===== config.mk =====
export PLATFORM = sky130hd
export DESIGN_NAME = regfile_mp
export DESIGN_NICKNAME = d
export VERILOG_FILES = /design/src/rtl/regfile_mp.sv
export SDC_FILE = /design/constraint.sdc
export NUM_CORES = 1
export LEC_CHECK = 0
export BUFFER_PORTS_ARGS = -buffer_cell sky130_fd_sc_hd__buf_2
export CAP_MARGIN = 20
export CORE_MARGIN = 2
export CORE_UTILIZATION = 60
export CTS_CLUSTER_DIAMETER = 120
export DETAILED_ROUTE_END_ITERATION = 6
export GPL_TIMING_DRIVEN = 0
export PLACE_DENSITY = 0.77
export REMOVE_ABC_BUFFERS = 1
export SLEW_MARGIN = 20
export SYNTH_ARGS = -nofsm -noshare
export SYNTH_HDL_FRONTEND = slang
export SYNTH_SLANG_ARGS = --single-unit
export TNS_END_PERCENT = 50

===== constraint.sdc =====
create_clock -name clk -period 4.7 [get_ports clk]
set_input_delay 0.235 -clock clk [delete_from_list [all_inputs] [get_ports clk]]
set_output_delay 0.235 -clock clk [all_outputs]
set_load 0.05 [all_outputs]

===== src/rtl/regfile_mp.sv =====
// Parametrised multi-port register file: registered reads with valid strobes, hardwired-zero x0,
// sequential post-reset clear. Define REGFILE_MP_BYPASS_EN for write-first same-cycle forwarding.
module regfile_mp #(
    parameter int unsigned XLEN  = 32,
    parameter int unsigned NREGS = 32,
    parameter int unsigned NRD   = 2,
    localparam int unsigned AW   = $clog2(NREGS)
) (
    input  logic                 clk,
    input  logic                 rst,
    input  logic                 wr_en,
    input  logic [AW-1:0]        wr_addr,
    input  logic [XLEN-1:0]      wr_data,
    input  logic [NRD-1:0]       rd_en,
    input  logic [NRD*AW-1:0]    rd_addr,
    output logic [NRD*XLEN-1:0]  rd_data,
    output logic [NRD-1:0]       rd_valid,
    output logic                 ready
);

    // One bit per encodable address: set only for entries 1..NREGS-1, so x0 and
    // out-of-range addresses share a single check.
    function automatic logic [(1<<AW)-1:0] addr_ok_map();
        logic [(1<<AW)-1:0] m;
        m = '0;
        for (int unsigned i = 1; i < NREGS; i++) m[i] = 1'b1;
        return m;
    endfunction

    localparam logic [(1<<AW)-1:0] ADDR_OK = addr_ok_map();

    typedef enum logic {CLEAR, RUN} state_t;

    state_t            state, state_n;
    logic [AW-1:0]     cnt, cnt_n;
    logic [XLEN-1:0]   mem [NREGS];
    logic              mem_we;
    logic [AW-1:0]     mem_waddr;
    logic [XLEN-1:0]   mem_wdata;
    logic              wr_fire;
    logic [XLEN-1:0]   rd_val [NRD];

    assign wr_fire = (state == RUN) && wr_en && ADDR_OK[wr_addr];
    assign ready   = (state == RUN);

    always_ff @(posedge clk or posedge rst) begin
        if (rst) begin
            state <= CLEAR;
            cnt   <= AW'(1);
        end else begin
            state <= state_n;
            cnt   <= cnt_n;
        end
    end

    // The clear engine and the write port share one array write port.
    always_comb begin
        state_n   = state;
        cnt_n     = cnt;
        mem_we    = 1'b0;
        mem_waddr = wr_addr;
        mem_wdata = wr_data;
        case (state)
            CLEAR: begin
                mem_we    = 1'b1;
                mem_waddr = cnt;
                mem_wdata = '0;
                if (cnt == AW'(NREGS - 1)) state_n = RUN;
                else                       cnt_n   = cnt + 1'b1;
            end
            RUN: begin
                mem_we = wr_fire;
            end
            default: state_n = CLEAR;
        endcase
    end

    always_ff @(posedge clk) begin
        if (mem_we) mem[mem_waddr] <= mem_wdata;
    end

    always_comb begin
        for (int unsigned p = 0; p < NRD; p++) begin
            rd_val[p] = ADDR_OK[rd_addr[p*AW +: AW]] ? mem[rd_addr[p*AW +: AW]] : '0;
`ifdef REGFILE_MP_BYPASS_EN
            if (wr_fire && (wr_addr == rd_addr[p*AW +: AW])) rd_val[p] = wr_data;
`endif
        end
    end

    always_ff @(posedge clk or posedge rst) begin
        if (rst) begin
            rd_data  <= '0;
            rd_valid <= '0;
        end else begin
            rd_valid <= '0;
            if (state == RUN) begin
                for (int unsigned p = 0; p < NRD; p++) begin
                    if (rd_en[p]) begin
                        rd_data[p*XLEN +: XLEN] <= rd_val[p];
                        rd_valid[p]             <= 1'b1;
                    end
                end
            end
        end
    end

endmodule

==> results of run 1 <==
## worst register-to-register path, delay by kind of cell (launching register included)
kind | cells | cell delay [ns]
DFF | 1 | 0.73
buffers and inverters | 3 | 0.81
and+or+nand+nor | 2 | 1.21
AOI/OAI and AO/OA | 1 | 0.47
## cell usage in the layout, fill, tap and decap left out, types with 56 or more instances in the layout
cell type	netlist	routed
dfrtp_1	71	70
mux2_2	114	114
nand2_1	81	78
edfxtp_1	1024	1024
nand3_1	67	66
buf_2	53	117
clkbuf_16	0	111
o22ai_1	56	56
mux4_2	537	537
buf_16	0	74
## stage by stage
step	hold slack (ns)	setup slack (ns)
2_1_floorplan	0.3744	0.3780
3_3_place_gp	0.4737	-14.65
3_5_place_dp	0.2542	1.423
4_1_cts	0.01381	1.345
5_1_grt	0.05467	1.134
6_report	0.03506	1.125
## cells by family after synthesis
| group | share of synthesized area |
|---|---|
| flip-flops | 0.6498 |
| multiplexers | 0.2696 |
| AND/OR/NAND/NOR | 0.03364 |
| buffers and inverters | 0.01998 |
| AO/OA/AOI/OAI | 0.02593 |
| XOR/XNOR | 0.0005246 |
| adder cells (fa/ha/maj) | 0.0004994 |
## metal layers
metal | wire (um) | vias up
met5 | 26 | -
met4 | 6921 | 4
met3 | 20620 | 463
met2 | 68950 | 2523
met1 | 49260 | 15030
li1 | - | 10970
## worst max path at each step
| stage | from | to | slack (ns) |
|---|---|---|---|
| global route | ready | mem[0][16] | 1.13 |
| CTS | ready | mem[0][1] | 1.34 |
| global placement | rd_addr[0] | rd_data[10] | -14.65 |
| finish | ready | mem[0][1] | 1.12 |
| floorplan | ready | rd_data[59] | 0.38 |
| detailed placement | ready | mem[0][15] | 1.42 |
## power breakdown
part	internal (mW)	switching [mW]
clock network	5.37	3.72
registers	10.8	0.0777
logic	0.755	1.24
## flip-flops by register name (all words and copies together) (netlist names)
name      cells
rd_valid      2
mem        1024
rd_data      64
ready         1
cnt           5
## final cells by class
type	count	area, um2	area share
timing repair buffer	235	3301	0.05704
sequential	1096	32560	0.5626
multi-input combinational	1182	16880	0.2918
clock inverter	59	701.9	0.01213
tap	1070	1339	0.02314
clock buffer	141	3040	0.05254
inverter	9	43.79	0.0007568
## timing repair
action / CTS / global route
hold buffers: 1 / 0
hold endpoints to repair: 72 / 0
endpoints found under the setup margin: 0 / 0
gates resized for setup: 0 / 0
==> metrics.cfg, run 1 <==
[outcome]
status = finished, final reports clean

[pwr]
power.static_leakage_nw = 18.58
totalPowerFinal_mw = 21.93
maximum_vdd_ir_drop_mv = 0.3526
p_per_area_nw_per_um2 = 379.0

[critical_path]
regToRegEndpoint = mem[0][1]
kind_of_end_point_of_the_critical_path = register
critical_path_cell_count = 6
worstPathArrival_ns = 3.93
timing.reg2reg.worst_path_depth = 6
cp.buffers_inverters = 3
cp_max_stage_delay_ns = 0.83
crit_path_max_fanout = 36
worst-endpoint-required_ns = 5.06
reg2reg_setup_slack_ns = 1.12
reg2reg_from = ready
crit_slowest_cell = nor2_4
setup.worst_path.class = register to register
worstSetupStartpointType = register
critical_path.top_delay_family = simple AND/OR/NAND/NOR gates
timing.critical_path.mode_cell = buf_12
critical_path.cell_chain = buf_12 > nor2b_1 > a31oi_2 > nor2_4 > buf_16 > buf_12

[timing]
maxSlewViolCount = 0
grt_setup_unrepaired = false
final.setup.tns_ns = 0
setup_viol_count_final = 0
maxSlewHeadroom = 0.2127
timing.final.crit_share = 0.7606
clock.fmax_mhz = 279.7
hold_viol_final = 0
period_minus_slack_ns = 3.575
clock_skew_ns = 0.02624
transition_time_at_the_pin_with_the_least_slew_margin_ns = 1.181

[placed_design]
placed_instance_area_um2 = 54100
globalplace.congestion = 0.7823
dp_hpwl_mm = 89.76
placedCellCount = 3591
io_buffer_count = 118

[synth]
ys_types = 53
avgSynthCellArea_um2 = 20.19
synth_top_cell_area_share = 0.6138
synth_ff_type = edfxtp_1
synth-warning-count = 0
syn-instance-count = 2481
synth_seq_area_share = 0.6498
yosys-top-cells-count = 1,024 x edfxtp_1, 537 x mux4_2, 114 x mux2_2, 91 x clkbuf_1, 81 x nand2_1
post_synth_instance_area_um2 = 50100
post-synth-top-count-cell = edfxtp_1
synthArstFlopShare = 0.06569
synth_edf_count = 1024
synth_top_cell_by_area = edfxtp_1
synth_area_leaders = edfxtp_1 61%, mux4_2 24%, dfrtp_1 3.5%
synth_seq_cells = 1096

[global_routing]
grt_start_max_net_pins = 84
grt_use_met2 = 0.5317
global_route.peak_usage_layer = met2
grt_pass1_vias = 30160
globalRouteTotalUtil = 0.3466
globalRouteMet1Util = 0.4763
grt_use_met3 = 0.09735
global_route.overflow_total = 0
antenna_found_initial = 3
first_pass_grt_wire_length_mm = 210.1

[floorplanning]
rows = 105
floorplan.die_area_um2 = 85820
floorplan.die.height_um = 293.0
ioPinCount = 119
initial_core_util = 0.6082
width_of_the_die_um = 293.0
core_area_um2 = 82370

[layout]
final_nets = 2684
postLayoutCellArea_um2 = 57870
diode_count = 0
fin_util = 0.7025
drive_gt1_frac = 0.4093
syn_to_final_growth_pct = 15.51
layout.filler_cells = 4665
fin_cells = 3792

[clock_network]
clock_tree_from_tritoncts = done
cts-buffers-inserted = 106
clk-insertion-delay-late_ns = 0.68
post-cts-setup-buffers = 0
clock_sink_count = 1096
deepest_level_of_the_cts_h_tree = 3
cts_buffer_depth = 3
clock_tree.root_cell = clkbuf_16
path_clk_slew_ns = 0.07

[drt]
violation_count_after_the_first_detailed_routing_iteration = 4558
route.detailed.vias_per_inst = 7.645
wl_mm = 145.8
remaining_drc_errors = 0
routedWlPerCell_um = 38.44
antenna_left = 0
detailroute.via_count = 28990
dr.pass1.iters = 5

[run]
cap_violations = 0

[hold_path]
min_path_cells = 4
min_delay_worst_endpoint = rd_data[43]
hold_path.class = primary input to register
min_delay_src = rd_en[1]

(Power assumes the default switching activity.)
==> run 2: changes to the inputs <==
--- a/config.mk
+++ b/config.mk
@@ -8,7 +8,7 @@
 export BUFFER_PORTS_ARGS = -buffer_cell sky130_fd_sc_hd__buf_2
 export CAP_MARGIN = 20
 export CORE_MARGIN = 2
-export CORE_UTILIZATION = 60
+export CORE_UTILIZATION = 57
 export CTS_CLUSTER_DIAMETER = 120
 export DETAILED_ROUTE_END_ITERATION = 6
 export GPL_TIMING_DRIVEN = 0
==> constraint.sdc (replaced) <==
create_clock -name clk -period 2.95 [get_ports clk]
set_input_delay 0.1475 -clock clk [delete_from_list [all_inputs] [get_ports clk]]
set_output_delay 0.1475 -clock clk [all_outputs]
set_load 0.05 [all_outputs]
==> run 2 against run 1 <==
Net effect:
- wire length about the same
- clock power grew 65%
- flip-flop and latch count stayed put
- critical path type unchanged
- register-to-register slack got worse by 1.1 ns
- sequential share of layout area decreased by 0.61 points
- highest routed layer is now met4
- cell count grew 3.3%
- core utilization decreased by 2.9 points
- first-iteration DRC count is 7.8% lower
- critical path depth rose by 3
- largest power group unchanged
- count of clock-buffer cells in the layout down 3
==> metrics.cfg, run 2 (synthesis results as in run 1) <==
[clock_network]
clock_tree_from_tritoncts = done
cts-buffers-inserted = 108  ; +1.9%
deepest_level_of_the_cts_h_tree = 3  ; unchanged
clk-insertion-delay-late_ns = 0.67  ; about the same
path_clk_slew_ns = 0.06  ; about the same
clock_tree.root_cell = clkbuf_16
clock_sink_count = 1096  ; unchanged
cts_buffer_depth = 3  ; unchanged

[timing]
maxSlewHeadroom = 0.2776  ; +0.06492
hold_viol_final = 0  ; unchanged
period_minus_slack_ns = 2.893  ; -0.6818 ns
grt_setup_unrepaired = true
transition_time_at_the_pin_with_the_least_slew_margin_ns = 1.084  ; -0.09738 ns
clock.fmax_mhz = 345.6  ; +24%
maxSlewViolCount = 0  ; unchanged
minimum_setup_slack_in_the_final_design_ns = 0.05676  ; -1.068 ns
clock_skew_ns = 0.02067  ; -0.005568 ns
timing.final.crit_share = 0.9808  ; +0.2201
setup_viol_count_final = 0  ; unchanged
final.setup.tns_ns = 0  ; unchanged

[pwr]
totalPowerFinal_mw = 35.51  ; +62%
p_per_area_nw_per_um2 = 607.1  ; +60%
power.static_leakage_nw = 18.88  ; +1.6%
maximum_vdd_ir_drop_mv = 0.4626  ; +31%

[global_routing]
global_route.overflow_total = 0  ; unchanged
globalRouteTotalUtil = 0.3296  ; -0.01701
grt_start_max_net_pins = 92  ; +9.5%
antenna_found_initial = 0  ; -3
grt_pass1_vias = 30250  ; +0.28%
first_pass_grt_wire_length_mm = 211.1  ; +0.46%

[drt]
remaining_drc_errors = 0  ; unchanged
detailroute.via_count = 29040  ; +0.16%
violation_count_after_the_first_detailed_routing_iteration = 4201  ; -7.8%
routedWlPerCell_um = 37.19  ; -3.3%
antenna_left = 0  ; unchanged
dr.pass1.iters = 7  ; +2
wl_mm = 145.7  ; about the same
route.detailed.vias_per_inst = 7.413  ; -3.0%

[critical_path]
reg2reg_setup_slack_ns = 0.06  ; -1.07 ns
worstSetupStartpointType = register
kind_of_end_point_of_the_critical_path = register
worstPathArrival_ns = 3.46  ; -0.47 ns
setup.worst_path.class = register to register
crit_path_max_fanout = 22  ; -39%
worst-endpoint-required_ns = 3.52  ; -1.54 ns

[layout]
fin_cells = 3917  ; +3.3%
diode_count = 0  ; unchanged
syn_to_final_growth_pct = 16.77
register_area_um2 = 32560  ; unchanged
multi_input_comb_area_um2 = 16930  ; +0.29%
largestRegisters = mem: 1024 flops, rd_data: 64 flops, cnt: 5 flops
drive_gt1_frac = 0.4189  ; +0.009641
layout.filler_cells = 5212  ; +12%
largest_register_ffs = 1024  ; unchanged
postLayoutCellArea_um2 = 58500  ; +1.1%
top_register = mem
final_nets = 2723  ; +1.5%
layout.cells.most_common = edfxtp_1
final_cell_mix = 1,024 x edfxtp_1, 537 x mux4_2, 115 x buf_2, 114 x mux2_2, 111 x clkbuf_16

[floorplanning]
width_of_the_die_um = 300.5  ; +2.6%
initial_core_util = 0.5766  ; -0.03161
core_area_um2 = 86890  ; +5.5%
floorplan.die_area_um2 = 90280  ; +5.2%
ioPinCount = 119  ; unchanged
floorplan.die.height_um = 300.5  ; +2.6%
rows = 108  ; +2.9%

[placed_design]
io_buffer_count = 118  ; unchanged
placed_instance_area_um2 = 54150  ; about the same
dp_hpwl_mm = 89.81  ; about the same
placement.setup.worst_slack_ns = -0.5262  ; -1.949 ns
placedCellCount = 3675  ; +2.3%
globalplace.congestion = 0.7448  ; -4.8%

[outcome]
status = finished, final reports clean

[run]
cap_violations = 0  ; unchanged

[hold_path]
hold_path.class = primary input to register

## run 2: cell count changes in the layout (fill, tap and decap cells not counted), moves of 3 or more
| cell | change |
|---|---|
| clkbuf_1 | -5 |
| clkinv_2 | +3 |
| buf_12 | +5 |
| bufinv_16 | +5 |
| buf_16 | -3 |
| buf_4 | +30 |
| dlygate4sd3_1 | +5 |
## run 2: through the flow
| step | util | hold slack, ns |
|---|---|---|
| final | 0.6732 | 0.02074 |
| after global routing | 0.6732 | 0.03954 |
| after CTS | 0.6724 | 0.06554 |
| after detailed placement | 0.6232 | 0.1452 |
| after global placement | 0.5889 | 0.4641 |
| after floorplan | - | 0.2869 |
## run 2: power by group
| part | internal (mW) | switching [mW] |
|---|---|---|
| sequential | 17.2 | 0.129 |
| clock | 9.04 | 5.99 |
| combinational | 1.22 | 1.96 |
| total | 27.4 | 8.08 |
## run 2: cell type report
| class | instances | share of cell area |
|---|---|---|
| sequential | 1096 | 0.5565 |
| timing repair buffer | 272 | 0.06177 |
| inverter | 9 | 0.0007486 |
| tap | 1155 | 0.02470 |
| multi-input combinational | 1182 | 0.2895 |
| clock inverter | 65 | 0.01465 |
| clock buffer | 138 | 0.05212 |
## run 2: critical path, stage by stage, from the launching register on
cell     delay, ns
dfrtp_4       0.73
nand2_4       0.29
buf_12        0.27
inv_1         0.15
o41ai_2       0.16
buf_2         0.25
buf_4         0.19
buf_4         0.16
or2_0         0.31
o31ai_1       0.25
## run 2: path summary, 6_finish.rpt
kind	from	endpoint	cells past startpoint
worst max-delay path	ready	rd_data[31]	9
worst min-delay path	wr_data[31]	mem[7][31]	2
worst max register to register	ready	rd_data[31]	9
worst min register to register	rd_data[21]	rd_data[21]	2
max in group asynchronous	rst	cnt[0]	5
min in group asynchronous	rst	rd_data[41]	4
## run 2: repair_timing
action | CTS | global route
setup buffers | 29 | 1
cloned | 0 | 0
endpoints found under the setup margin | 563 | 114
pin swaps | 23 | 1
gates resized for setup | 5 | 3
hold buffers | 6 | 0
hold endpoints to repair | 93 | 0
## run 2: per-layer routing
layer / wire, um / up-vias / share of wire / track usage
met5: 0 / - / 0 / 0
met4: 6371 / 0 / 0.044 / 0.1335
met3: 20270 / 411 / 0.14 / 0.08348
met2: 67690 / 2377 / 0.46 / 0.4971
met1: 51350 / 15190 / 0.35 / 0.4691
li1: - / 11060 / - / -
